<file path="src/rtl/dcache_pkg.sv">
// Shared definitions for the write-through data cache: FSM encoding and a
// ceil-log2 helper used to size address fields.
package dcache_pkg;

    typedef enum logic [1:0] {
        IDLE   = 2'd0,
        REFILL = 2'd1,
        WRITE  = 2'd2,
        DONE   = 2'd3
    } state_t;

    localparam int WORD_W = 32;

    function automatic int clog2(input int value);
        int r;
        r = 0;
        while ((1 << r) < value) r++;
        return r;
    endfunction

endpackage

</file>
<file path="src/rtl/dcache_line_ram.sv">
// Cache data array: one 32-bit word per entry, asynchronous read and
// byte-strobed synchronous write through a single shared address.
module dcache_line_ram #(
    parameter int DEPTH = 64,
    parameter int AW    = 6
) (
    input  logic          clk,
    input  logic [AW-1:0] addr,
    input  logic [3:0]    strobe,
    input  logic [31:0]   wdata,
    output logic [31:0]   rdata
);

    logic [31:0] mem [DEPTH];

    always_ff @(posedge clk) begin
        for (int b = 0; b < 4; b++) begin
            if (strobe[b]) mem[addr][8*b +: 8] <= wdata[8*b +: 8];
        end
    end

    assign rdata = mem[addr];

endmodule

</file>
<file path="src/rtl/dcache_wt.sv">
// Direct-mapped write-through L1 data cache with burst refill and flush.
// Define DCACHE_PERF_COUNTERS_EN to add saturating hit/miss counter outputs.
module dcache_wt
    import dcache_pkg::*;
#(
    parameter int NUM_LINES      = 16,
    parameter int WORDS_PER_LINE = 4,
    parameter int ADDR_WIDTH     = 32
) (
    input  logic                  clk,
    input  logic                  reset,
    input  logic                  flush,
    input  logic                  read_request,
    input  logic                  write_request,
    input  logic [ADDR_WIDTH-1:0] addr,
    input  logic [31:0]           write_data,
    input  logic [3:0]            write_strobe,
    output logic                  response,
    output logic [31:0]           read_data,
    output logic                  memory_read_request,
    output logic                  memory_write_request,
    input  logic                  memory_response,
    output logic [ADDR_WIDTH-1:0] memory_addr,
    output logic [31:0]           memory_write_data,
    output logic [3:0]            memory_write_strobe,
    input  logic [31:0]           memory_read_data,
`ifdef DCACHE_PERF_COUNTERS_EN
    output logic [31:0]           hit_count,
    output logic [31:0]           miss_count,
`endif
    output state_t                dbg_state
);

    localparam int OFFSET_BITS = clog2(WORDS_PER_LINE);
    localparam int INDEX_BITS  = clog2(NUM_LINES);
    localparam int TAG_BITS    = ADDR_WIDTH - 2 - OFFSET_BITS - INDEX_BITS;
    localparam int RAM_AW      = OFFSET_BITS + INDEX_BITS;
    localparam int CNT_W       = (OFFSET_BITS == 0) ? 1 : OFFSET_BITS;
    localparam logic [ADDR_WIDTH-1:0] LINE_MASK = ~ADDR_WIDTH'(WORDS_PER_LINE * 4 - 1);

    state_t state, next_state;

    logic [NUM_LINES-1:0] valid;
    logic [TAG_BITS-1:0]  tags [NUM_LINES];
    logic [CNT_W-1:0]     refill_count;

    logic [INDEX_BITS-1:0] idx;
    logic [TAG_BITS-1:0]   tag;
    logic [RAM_AW-1:0]     word_idx;
    logic [RAM_AW-1:0]     refill_idx;
    logic                  hit;
    logic                  refill_last;

    logic [RAM_AW-1:0] ram_addr;
    logic [3:0]        ram_strobe;
    logic [31:0]       ram_wdata;
    logic [31:0]       ram_rdata;

    assign idx         = addr[2+OFFSET_BITS +: INDEX_BITS];
    assign tag         = addr[ADDR_WIDTH-1 -: TAG_BITS];
    assign word_idx    = addr[2 +: RAM_AW];
    assign refill_idx  = (word_idx & ~RAM_AW'(WORDS_PER_LINE - 1)) | RAM_AW'(refill_count);
    assign hit         = valid[idx] && (tags[idx] == tag);
    assign refill_last = (refill_count == CNT_W'(WORDS_PER_LINE - 1));
    assign dbg_state   = state;

    dcache_line_ram #(
        .DEPTH (NUM_LINES * WORDS_PER_LINE),
        .AW    (RAM_AW)
    ) u_line_ram (
        .clk    (clk),
        .addr   (ram_addr),
        .strobe (ram_strobe),
        .wdata  (ram_wdata),
        .rdata  (ram_rdata)
    );

    // Handshake: core requests are held until a one-cycle response; bus
    // requests are held until a one-cycle memory_response, which completes one word.
    always_comb begin
        next_state           = state;
        response             = 1'b0;
        read_data            = '0;
        memory_read_request  = 1'b0;
        memory_write_request = 1'b0;
        memory_addr          = '0;
        memory_write_data    = '0;
        memory_write_strobe  = '0;
        ram_addr             = word_idx;
        ram_strobe           = '0;
        ram_wdata            = write_data;
        case (state)
            IDLE: begin
                if (!flush) begin
                    if (write_request) begin
                        if (hit) ram_strobe = write_strobe;
                        next_state = WRITE;
                    end else if (read_request) begin
                        if (hit) begin
                            response  = 1'b1;
                            read_data = ram_rdata;
                        end else begin
                            next_state = REFILL;
                        end
                    end
                end
            end
            REFILL: begin
                memory_read_request = 1'b1;
                memory_addr         = (addr & LINE_MASK) | (ADDR_WIDTH'(refill_count) << 2);
                ram_addr            = refill_idx;
                if (memory_response) begin
                    ram_strobe = 4'hF;
                    ram_wdata  = memory_read_data;
                    if (refill_last) next_state = DONE;
                end
            end
            WRITE: begin
                memory_write_request = 1'b1;
                memory_addr          = addr & ~ADDR_WIDTH'(3);
                memory_write_data    = write_data;
                memory_write_strobe  = write_strobe;
                if (memory_response) next_state = DONE;
            end
            DONE: begin
                response   = 1'b1;
                if (!write_request) read_data = ram_rdata;
                next_state = IDLE;
            end
            default: next_state = IDLE;
        endcase
    end

    always_ff @(posedge clk) begin
        if (!reset) begin
            state        <= IDLE;
            valid        <= '0;
            refill_count <= '0;
        end else begin
            state <= next_state;
            if (state == IDLE && flush) valid <= '0;
            // The victim line is invalid while its words are being replaced.
            if (state == IDLE && next_state == REFILL) begin
                refill_count <= '0;
                valid[idx]   <= 1'b0;
            end
            if (state == REFILL && memory_response) begin
                refill_count <= refill_last ? '0 : refill_count + CNT_W'(1);
                if (refill_last) valid[idx] <= 1'b1;
            end
        end
    end

    always_ff @(posedge clk) begin
        if (reset && state == REFILL && memory_response && refill_last) tags[idx] <= tag;
    end

`ifdef DCACHE_PERF_COUNTERS_EN
    logic hit_event;
    logic miss_event;

    assign hit_event  = (state == IDLE) && !flush && read_request && !write_request && hit;
    assign miss_event = (state == IDLE) && (next_state == REFILL);

    always_ff @(posedge clk) begin
        if (!reset) begin
            hit_count  <= '0;
            miss_count <= '0;
        end else begin
            if (hit_event && hit_count != 32'hFFFF_FFFF) hit_count <= hit_count + 32'd1;
            if (miss_event && miss_count != 32'hFFFF_FFFF) miss_count <= miss_count + 32'd1;
        end
    end
`endif

endmodule

</file>
<file path="config.mk">
export PLATFORM = sky130hd
export DESIGN_NAME = dcache_wt
export DESIGN_NICKNAME = d
export VERILOG_FILES = /design/src/rtl/dcache_pkg.sv /design/src/rtl/dcache_line_ram.sv /design/src/rtl/dcache_wt.sv
export SDC_FILE = /design/constraint.sdc
export NUM_CORES = 2
export LEC_CHECK = 0
export CAP_MARGIN = 20
export CORE_AREA = 2 2 410 412
export DETAILED_ROUTE_END_ITERATION = 16
export DIE_AREA = 0 0 412 414
export HOLD_SLACK_MARGIN = 0.02
export PLACE_DENSITY = 0.69
export SLEW_MARGIN = 30
export SYNTH_ARGS = -nofsm -noshare
export SYNTH_HDL_FRONTEND = slang
export SYNTH_SLANG_ARGS = --single-unit
export TNS_END_PERCENT = 50
</file>
<file path="constraint.sdc">
create_clock -name clk -period 10.4 [get_ports clk]
set_clock_uncertainty 0.1 [all_clocks]
set_input_delay 2.08 -clock clk [delete_from_list [all_inputs] [get_ports clk]]
set_output_delay 2.08 -clock clk [all_outputs]
set_load 0.05 [all_outputs]
</file>
==> out/metrics.cfg <==
[place]
gp_congestion = 0.8466
place.port_buffers = 206
hpwlAfterDp_um = 137300
placement.setup.worst_slack_ns = 1.261
placed_cell_area_um2 = 98780

[clock_tree]
cts.htree.levels = 4
post_cts_hold_buffer_count = 0
clock_insertion_delay_worst_skew_ns = 0.86
tritoncts = done
clock_sinks = 2452
ctsResizeCount = 0
clockBufferDepth = 3
cts-buffers-inserted = 226
cts_setup_buffers = 0
cts.clk_slew.worst_paths_ns = 0.06
clockRootBuffer = clkbuf_16

[cells_and_area]
finish.net_count = 5744
fillers = 11370
final_cell_area_um2 = 106000
n_antenna_cell = 0
finalCoreUtilization_pct = 63.73
layout-drive-gt1-share_pct = 16.39
areaGrowthSynthToFinish_pct = 16.56

[global_routing]
grt_max_degree = 76
track_usage_pct = 27.36
grt_first_pass_wirelength_um = 347000
via_count_of_the_first_global_routing_pass = 52310
gr-total-overflow = 0
grt_antenna_before_repair = 4

[sta]
setup_violations = 0
rsz0062_at_grt = false
postLayoutSetupSlackWorst_ns = 1.194
worst_pin_slew_ns = 1.038
layout_worst_path_cycle_share_pct = 88.52
timing.final.hold_violations = 0
final.setup.tns_ns = 0
fmaxAchievable_ghz = 0.1086
slew_headroom_pct = 30.79
period_needed_ns = 9.206
final-max-slew-violation-count = 0

[job]
max-cap-violations = 0

[power]
p_leak_nw = 33.17
switching_share_pct = 22.29
max-vdd-ir-drop_mv = 0.2062
sw_pwr_mw = 4.502
cell_internal_pwr_mw = 15.69
power.share.sequential_pct = 54.0
p_comb_share_pct = 6.5
powerDensity_nw_per_um2 = 190.6
clock_power_share_pct = 39.5

[routing]
via_count = 53640
detail_route.vias_per_cell = 6.684
remaining_antenna_violation_count = 0
topRoutingLayerUsed = met4
drt-pass1-iter-count = 8
totalWireLength_um = 236400
drt-initial-drc-count = 7499
drc = 0
met3WireLength_um = 23620
wl_per_cell_um = 29.46
wirelength_met1_um = 91030
wl_met2_um = 114800

[synth]
synth.yosys.seq_area_share_pct = 80.77
synth.ff_latch_count = 2452
asyncSetResetFlopFracSynth_pct = 0
syn-instance-count = 5182
synth.yosys.warnings = 0
post_synth.cell_area_avg_um2 = 17.54
synth.lib_cells_used.distinct = 59
synth_flop_cell = edfxtp_1
netlist_area_um2 = 90910
synth_edf_count = 2432

[floorplanning]
io_pins = 211
initial_utilization_pct = 54.67
die_w_um = 412
rows = 150
die_footprint_um2 = 170600
die_h_um = 414
core_region_area_um2 = 166300

[worst_setup_path]
critical_path.cell_chain = buf_4 > buf_4 > mux2i_1 > a22oi_1 > nand2_1 > a211oi_1 > nand4_1 > a2111o_1 > a2111oi_4 > buf_4 > a22oi_2 > buf_4 > nor3_1 > buf_12
slowest_delay_ns = 0.73
timing.setup.critical_path_class = primary input to output pin
timing.critical_path.mode_cell = buf_4
cp_data_arrival_time_ns = 7.03
cp_slowest_cell = nor3_1
crit_path_end_kind = output pin
critPathRequiredTime_ns = 8.22
critical_path.max_fanout = 57
setup.worst_path.start_class = primary input

[worst_hold_path]
hold_path_class = flip-flop to flip-flop

[run_status]
outcome = finished, final reports clean

[final timing paths]
| path | slack, ns | depth (start not counted) | end | start |
|---|---|---|---|---|
| worst max register to register | 5.53 | 13 | u_line_ram.mem[36][16] | tags[12][11] |
| worst max-delay path | 1.19 | 14 | read_data[31] | addr[6] |
| worst min register to register | 0.40 | 2 | valid[4] | valid[4] |
| worst min-delay path | 0.40 | 2 | valid[4] | valid[4] |
[flip-flops by register name, indices dropped and copies added, names as in the netlist]
name	count
dbg_state	2
u_line_ram.mem	2048
tags	384
refill_count	2
valid	16
[power groups by stage]
stage                     clock network [mW]  registers (mW)  logic [mW]
after floorplan                            0            11.1       0.707
after global placement                     0            11.1        1.27
after detailed placement                   0            11.1        1.29
after CTS                               8.03            10.9        1.30
after global routing                    8.40            10.9        1.38
final                                   7.97            10.9        1.31
[cell families (layout without fill, tap and decap cells)]
kind of cell / Yosys count / after routing / synth area share, %
multiplexers: 197 / 197 / 3.064
flip-flops: 2452 / 2452 / 80.77
buffers and inverters: 413 / 1051 / 1.806
AO/OA/AOI/OAI: 1311 / 1311 / 9.355
XOR/XNOR: 29 / 29 / 0.2794
adder cells (fa/ha/maj): 5 / 5 / 0.06882
AND/OR/NAND/NOR: 774 / 774 / 4.651
other: 1 / 2 / 0.004125
[cell type report]
type / instances / area (µm²) / area share [%]
clock buffers: 271 / 5867 / 5.537
flip-flops and latches: 2452 / 73430 / 69.30
repair buffers: 616 / 6113 / 5.769
multi-input cells: 2318 / 16450 / 15.53
well taps: 2204 / 2758 / 2.602
inverters: 19 / 71.32 / 0.06730
clock inverters: 145 / 1272 / 1.201
[placed cells by master, fill, tap and decap left out, types with 8 or more instances in the layout]
cell type	n
clkbuf_1	43
o22ai_1	1103
nor2_1	61
nor3_2	56
or4_1	16
buf_12	60
nor2_4	17
nand2_1	20
bufinv_16	15
clkdlybuf4s50_1	171
mux2_2	37
mux4_2	61
buf_16	15
o221ai_1	19
o21ai_0	10
a211o_1	15
dfxtp_1	20
clkbuf_16	228
clkinv_1	65
nor4_1	250
nand3_1	10
mux2i_1	96
and2_1	69
buf_4	368
nand2_4	8
xnor2_1	18
a221oi_1	22
nor3_1	231
o22a_1	19
a21oi_1	49
edfxtp_1	2432
inv_1	18
nor2b_1	9
xor2_1	11
a22oi_1	8
clkinv_2	47
a22o_1	16
[cell usage after synthesis (18+ instances only)]
| cell | count | share of area, % |
|---|---|---|
| xnor2_1 | 18 | 0.17 |
| edfxtp_1 | 2432 | 80 |
| nor4_1 | 251 | 1.7 |
| clkbuf_1 | 278 | 1.1 |
| buf_1 | 59 | 0.24 |
| o221ai_1 | 19 | 0.18 |
| nand2_1 | 30 | 0.12 |
| mux4_2 | 61 | 1.5 |
| nor2_1 | 78 | 0.32 |
| nor3_1 | 287 | 1.6 |
| mux2_2 | 40 | 0.50 |
| a21oi_1 | 49 | 0.27 |
| a221oi_1 | 22 | 0.21 |
| o22a_1 | 19 | 0.18 |
| and2_1 | 70 | 0.48 |
| mux2i_1 | 96 | 1.1 |
| buf_2 | 49 | 0.27 |
| inv_1 | 18 | 0.074 |
| dfxtp_1 | 20 | 0.44 |
| o22ai_1 | 1103 | 7.6 |
[worst max-delay path, delay by kind of cell]
| family | cells | cell delay (ns) |
|---|---|---|
| buffers and inverters | 5 | 2.16 |
| and+or+nand+nor | 3 | 1.09 |
| muxes | 1 | 0.17 |
| AOI/OAI and AO/OA | 5 | 1.42 |
[metal layers]
metal | vias to the layer above | GRT usage [%]
met5 | - | 0
met4 | 0 | 8.716
met3 | 416 | 5.023
met2 | 3201 | 43.49
met1 | 27260 | 38.73
li1 | 22760 | -
[per-stage QoR]
stage / power, mW / hold WS [ns] / std cells
finish: 20.19 / 0.3970 / 8025
global route: 20.69 / 0.4049 / 8025
CTS: 20.24 / 0.3934 / 8024
detailed placement: 12.42 / 0.3801 / 7608
global placement: 12.39 / 0.3736 / 7592
floorplan: 11.83 / 0.3626 / 5183
No activity file was read; power rests on OpenSTA's default activity.
